File: config.mk
export PLATFORM = sky130hd
export DESIGN_NAME = seq_fsm_counter
export DESIGN_NICKNAME = d
export VERILOG_FILES = /design/src/rtl/seq_fsm_counter.sv
export SDC_FILE = /design/constraint.sdc
export NUM_CORES = 1
export LEC_CHECK = 0
export ABC_CLOCK_PERIOD_IN_PS = 3800
export CAP_MARGIN = 30
export CELL_PAD_IN_SITES_DETAIL_PLACEMENT = 0
export CELL_PAD_IN_SITES_GLOBAL_PLACEMENT = 1
export CORE_AREA = 10 10 60 62
export CTS_CLUSTER_DIAMETER = 120
export DETAILED_ROUTE_END_ITERATION = 7
export DIE_AREA = 0 0 70 72
export GPL_TIMING_DRIVEN = 0
export MAX_ROUTING_LAYER = met4
export PLACE_DENSITY = 0.87
export SLEW_MARGIN = 20
export SYNTH_ARGS = -nofsm -noshare
export SYNTH_HDL_FRONTEND = slang
export SYNTH_SLANG_ARGS = --single-unit
File: constraint.sdc
create_clock -name clk -period 3.8 [get_ports clk]
set_input_delay 0.38 -clock clk [delete_from_list [all_inputs] [get_ports clk]]
set_output_delay 0.38 -clock clk [all_outputs]
set_load 0.005 [all_outputs]
File: src/rtl/seq_fsm_counter.sv
// Programmable-table sequence generator: steps forward/reverse over an active length
// with a wrap pulse. Define SEQ_BOUNCE_EN to add the `bounce` ping-pong turnaround mode.
module seq_fsm_counter #(
    parameter int                     WIDTH    = 3,
    parameter int                     DEPTH    = 4,
    parameter logic [WIDTH*DEPTH-1:0] SEQ_INIT = 12'hED0,
    localparam int                    AW       = $clog2(DEPTH)
) (
    input  logic             clk,
    input  logic             rst,
    input  logic             en,
    input  logic             dir,
    input  logic [AW-1:0]    len_m1,
`ifdef SEQ_BOUNCE_EN
    input  logic             bounce,
`endif
    input  logic             wr_en,
    input  logic [AW-1:0]    wr_addr,
    input  logic [WIDTH-1:0] wr_data,
    output logic [WIDTH-1:0] count,
    output logic [AW-1:0]    idx,
    output logic             wrap
);

    typedef enum logic {
        DIR_FWD = 1'b0,
        DIR_REV = 1'b1
    } dir_e;

    localparam logic [AW-1:0] LAST_MAX = AW'(DEPTH - 1);
    localparam logic [AW-1:0] ZERO     = {AW{1'b0}};
    localparam logic [AW-1:0] ONE      = AW'(1);

    logic [WIDTH-1:0] tbl_r [DEPTH];
    logic [AW-1:0]    idx_r;
    logic             wrap_r;
    logic [WIDTH-1:0] count_r;

    logic [AW-1:0]    last_s;
    logic [AW-1:0]    step_s;
    logic [AW-1:0]    wrap_idx_s;
    logic [AW-1:0]    turn_idx_s;
    logic [AW-1:0]    idx_next_s;
    logic             hit_s;
    logic             wrap_next_s;
    logic             wr_ok_s;
    logic             bnc_s;
    logic [WIDTH-1:0] count_next_s;
    dir_e             dir_s;

`ifdef SEQ_BOUNCE_EN
    logic             rev_r;
    logic             rev_next_s;
`endif

    // Next-position, wrap and bypassed next-count computation
    always_comb begin
        last_s  = (len_m1 > LAST_MAX) ? LAST_MAX : len_m1;
        wr_ok_s = wr_en && (wr_addr <= LAST_MAX);
`ifdef SEQ_BOUNCE_EN
        bnc_s   = bounce;
        dir_s   = dir_e'(dir ^ (bounce & rev_r));
`else
        bnc_s   = 1'b0;
        dir_s   = dir_e'(dir);
`endif
        hit_s      = 1'b0;
        step_s     = idx_r;
        wrap_idx_s = ZERO;
        turn_idx_s = ZERO;
        // An index stranded above a shrunken length always turns back to last.
        case (dir_s)
            DIR_FWD: begin
                hit_s      = (idx_r >= last_s);
                step_s     = idx_r + ONE;
                wrap_idx_s = ZERO;
                turn_idx_s = (last_s == ZERO) ? ZERO :
                             (idx_r > last_s) ? last_s : (last_s - ONE);
            end
            DIR_REV: begin
                hit_s      = (idx_r == ZERO) || (idx_r > last_s);
                step_s     = idx_r - ONE;
                wrap_idx_s = last_s;
                turn_idx_s = (last_s == ZERO) ? ZERO :
                             (idx_r > last_s) ? last_s : ONE;
            end
            default: begin
                hit_s      = 1'b0;
                step_s     = idx_r;
                wrap_idx_s = ZERO;
                turn_idx_s = ZERO;
            end
        endcase

        if (!en) begin
            idx_next_s  = idx_r;
            wrap_next_s = 1'b0;
        end else if (hit_s) begin
            idx_next_s  = bnc_s ? turn_idx_s : wrap_idx_s;
            wrap_next_s = 1'b1;
        end else begin
            idx_next_s  = step_s;
            wrap_next_s = 1'b0;
        end

`ifdef SEQ_BOUNCE_EN
        rev_next_s = bounce ? (rev_r ^ (en & hit_s)) : 1'b0;
`endif

        // A same-edge write to the destination entry must be visible immediately.
        if (wr_ok_s && (wr_addr == idx_next_s)) begin
            count_next_s = wr_data;
        end else begin
            count_next_s = tbl_r[idx_next_s];
        end
    end

    // Sequence table storage, restored to the reset image on reset
    always_ff @(posedge clk or negedge rst) begin
        if (!rst) begin
            for (int i = 0; i < DEPTH; i++) begin
                tbl_r[i] <= SEQ_INIT[i*WIDTH +: WIDTH];
            end
        end else if (wr_ok_s) begin
            tbl_r[wr_addr] <= wr_data;
        end
    end

    // Sequencer state with registered count/idx/wrap outputs
    always_ff @(posedge clk or negedge rst) begin
        if (!rst) begin
            idx_r   <= ZERO;
            wrap_r  <= 1'b0;
            count_r <= SEQ_INIT[WIDTH-1:0];
`ifdef SEQ_BOUNCE_EN
            rev_r   <= 1'b0;
`endif
        end else begin
            idx_r   <= idx_next_s;
            wrap_r  <= wrap_next_s;
            count_r <= count_next_s;
`ifdef SEQ_BOUNCE_EN
            rev_r   <= rev_next_s;
`endif
        end
    end

    assign count = count_r;
    assign idx   = idx_r;
    assign wrap  = wrap_r;

endmodule

==> metrics.md <==
| Metric | Value |
|---|---|
| Status | complete, no violations |
| Tot GR Track Use | 8.24% |
| Slowest-stage cell, CP | clkdlybuf4s50_1 |
| Area Growth Syn to Fin | 22.6% |
| CP Capture Type | flop |
| Die H | 72 um |
| Switching Fraction | 34.3% |
| # fillers | 230 |
| Static leakage | 0.555 nW |
| Core Region | 0.00243 mm^2 |
| Ranking of synthesized cells by area | dfrtp_1 (29%), dfstp_2 (15%), mux2_2 (13%) |
| Mapped cell area | 0.00103 mm^2 |
| Unrepaired setup endpoints after global routing | no |
| Setup Fix Bufs, Post-CTS | 0 |
| Worst setup startpoint | len_m1[1] |
| Largest family of logic cells by synthesized area | multiplexers |
| Count of pins over their slew limit | 0 |
| Total power | 0.799 mW |
| Slew at the pin with the worst max-slew slack | 775 ps |
| Antenna fix cells | 0 |
| Power density of the placed cells | 629 mW/mm^2 |
| Worst r2r src | idx[0]$_DFF_PN0_ |
| HP Class | input port to flop |
| Final setup viols | 0 |
| Die Span X | 70 um |
| Post-CTS resize count | 0 |
| Post-synthesis compound-gate area fraction | 15.6% |
| Clock power frac | 14.0% |
| FF+latch area | 458 um^2 |
| Multi-input logic area | 553 um^2 |
| CTS Root Cell | clkbuf_4 |
| CP Cell Sequence | clkdlybuf4s50_1, inv_1, ha_1, nor2b_4, a2bb2oi_2, a41o_1, a31oi_4, mux2i_2, a221oi_1, o22a_1 |
| Minimum clock period | 2830 ps |
| Post-synthesis simple-gate area fraction | 10.5% |
| Worst VDD drop | 0.325 mV |
| Initial drt markers | 29 |
| Top fanout value on the critical path | 9 |
| Number of vias per cell | 5.60 |
| CTS tree | built |
| Mux cell area share after synthesis | 24.1% |
| Clock sinks | 18 |
| Nature of the critical path startpoint | input port |
| Synth Area in XOR/XNOR | 0.846% |
| Final Wtd Congestion | 0.718 |
| Synth top area share | 29.0% |
| Syn Area/Cell | 11.9 um^2 |
| First-pass GRT wire length | 3510 um |
| Final hold violation count | 0 |
| Power share of the sequential group | 35.5% |
| WL final | 1980 um |
| Cell taking the most area after synthesis | dfrtp_1 |
| Seq cells post-synth | 18 |
| Synth Area in Adders | 2.42% |
| Normalized max-slew margin | 48.2% |
| Worst min-delay path startpoint | en |
| Die area | 0.00504 mm^2 |
| Crit path required time | 3980 ps |
| Vias | 767 |
| Number of CTS-inserted buffers | 3 |
| Port Buffers | 16 |
| MaxCap Viol Count | 0 |
| Combinational share of power | 50.6% |
| Initial antenna violation count | 0 |
| TritonRoute pass-1 iters | 4 |
| # DRC | 0 |
| Clock-pin slew on the worst setup and hold paths | 100 ps |
| Max Fclk | 354 MHz |
| Unique masters post-synth | 29 |
| Final ANT Viol Nets | 0 |
| CTS HTree Levels | 1 |
| CP Class | input port to flop |
| Skew-Pair Late Insertion Delay | 280 ps |
| Number of global-route vias before repair | 789 |
| Starting Density | 42.5% |
| Synthesized Nets | 101 |
| Fin crit share | 74.4% |
| Synthesized instance count | 87 |
| CTS Buffer Depth | 2 |
| Switching power | 0.274 mW |
| Cts-stage hold buffer count | 0 |
| Layout Skew | 5.17 ps |
| Crit-path max cell delay | 480 ps |
| Largest net degree at the start of global routing | 19 |
| Seq/Total Area, Yosys | 44.3% |
| # IOs | 18 |
| Final setup TNS | 0 ps |
| Critical path arrival | 3000 ps |
| Share of cells above drive strength 1 | 28.0% |
| Synth warn | 0 |
| Wire per inst | 14.4 um |
| GRT overflow | 0 |
| Row count | 18 |
| Nets | 122 |
| Internal | 0.524 mW |
| DPL Wire Length | 1610 um |
[worst paths after layout]
kind | depth (start not counted) | slack (ps) | endpoint
worst max-delay path | 10 | 970 | count[1]$_DFF_PN0_
worst max register to register | 9 | 1140 | count[1]$_DFF_PN0_
max in group asynchronous | 1 | 2770 | idx[1]$_DFF_PN0_
worst min register to register | 1 | 520 | tbl_r[8]$_DFFE_PN0P_
min in group asynchronous | 1 | 540 | tbl_r[9]$_DFFE_PN0P_
worst min-delay path | 2 | 400 | wrap$_DFF_PN0_
[cell usage after synthesis, drive strengths merged]
| library cell | instances |
|---|---|
| a41o | 1 |
| nand4b | 1 |
| a21oi | 1 |
| mux2i | 11 |
| xor2 | 1 |
| nor2 | 10 |
| o21ai | 1 |
| a31oi | 1 |
| o22a | 3 |
| nand3 | 1 |
| o2111a | 1 |
| a221oi | 6 |
| nand2b | 1 |
| nor3 | 2 |
| nor2b | 3 |
| ha | 2 |
| or2 | 1 |
| a2bb2oi | 1 |
| o21a | 2 |
| dfstp | 6 |
| nand2 | 1 |
| buf | 1 |
| inv | 5 |
| dfrtp | 12 |
| mux2 | 12 |
[state kept, by name (all words and copies together) (netlist names)]
signal / cells
count: 3
wrap: 1
idx: 2
tbl_r: 12
[cells in the final DEF, fill, tap and decap left out]
cell,netlist,routed
clkdlybuf4s50_1,0,16
mux2_2,12,12
dfrtp_1,12,12
nor2_1,10,10
mux2i_1,10,10
a221oi_1,6,6
dfstp_2,6,6
inv_1,4,4
o22a_1,3,3
clkbuf_4,0,3
o21a_1,2,2
nor2b_1,2,2
ha_1,2,2
buf_2,1,1
nor2b_4,1,1
a2bb2oi_2,1,1
a21oi_1,1,1
nand4b_1,1,1
o21ai_0,1,1
a41o_1,1,1
a31oi_4,1,1
xor2_1,1,1
nor3_1,1,1
o2111a_1,1,1
nor3_2,1,1
inv_2,1,1
nand2_1,1,1
nand2b_1,1,1
mux2i_2,1,1
or2_2,1,1
nand3_1,1,1
clkbuf_8,0,1
[stage by stage]
step | std cells | hold WS (ps) | util (%) | setup WS [ps] | cell area [um^2]
final | 137 | 399 | 52.2 | 974 | 1270
after global routing | 137 | 380 | 52.2 | 812 | 1270
after CTS | 137 | 386 | 52.2 | 972 | 1270
after detailed placement | 133 | 498 | 50.7 | 670 | 1230
after global placement | 133 | 490 | 50.7 | 686 | 1230
after floorplan | 87 | 84.4 | - | 1370 | 1030
[metal layers]
layer,track usage [%],vias to the layer above,wire [um]
met5,-,-,0
met4,1.97,0,8
met3,2.72,2,92
met2,13.1,17,936
met1,9.87,377,941
li1,-,371,-
[power by group through the flow]
stage / clock, mW / combinational [mW] / sequential (mW)
2_1_floorplan: 0 / 0.285 / 0.284
5_1_grt: 0.131 / 0.445 / 0.291
3_5_place_dp: 0 / 0.408 / 0.288
3_3_place_gp: 0 / 0.398 / 0.285
4_1_cts: 0.120 / 0.410 / 0.284
6_report: 0.112 / 0.404 / 0.283
[layout make-up]
type                            instances  share of cell area (%)
Multi-Input combinational cell         63                    43.6
Clock buffer                            4                    2.86
Timing Repair Buffer                   16                    12.6
Buffer                                  1                   0.394
Sequential cell                        18                    36.1
Inverter                                5                    1.48
Tap cell                               30                    2.96
[kinds of logic (layout without fill, tap and decap cells)]
family                   Yosys count  after routing
AND/OR/NAND/NOR                   20             20
adder cells (fa/ha/maj)            2              2
multiplexers                      23             23
flip-flops                        18             18
buffers and inverters              6             26
AO/OA/AOI/OAI                     17             17
XOR/XNOR                           1              1
[worst max-delay path, delay by kind of cell]
| family | cells | cell delay (ps) |
|---|---|---|
| muxes | 1 | 480 |
| and+or+nand+nor | 1 | 140 |
| buffers and inverters | 2 | 520 |
| AOI/OAI and AO/OA | 5 | 1140 |
| adders and majority gates | 1 | 330 |
Note: power is estimated with default switching activity, not from simulation.
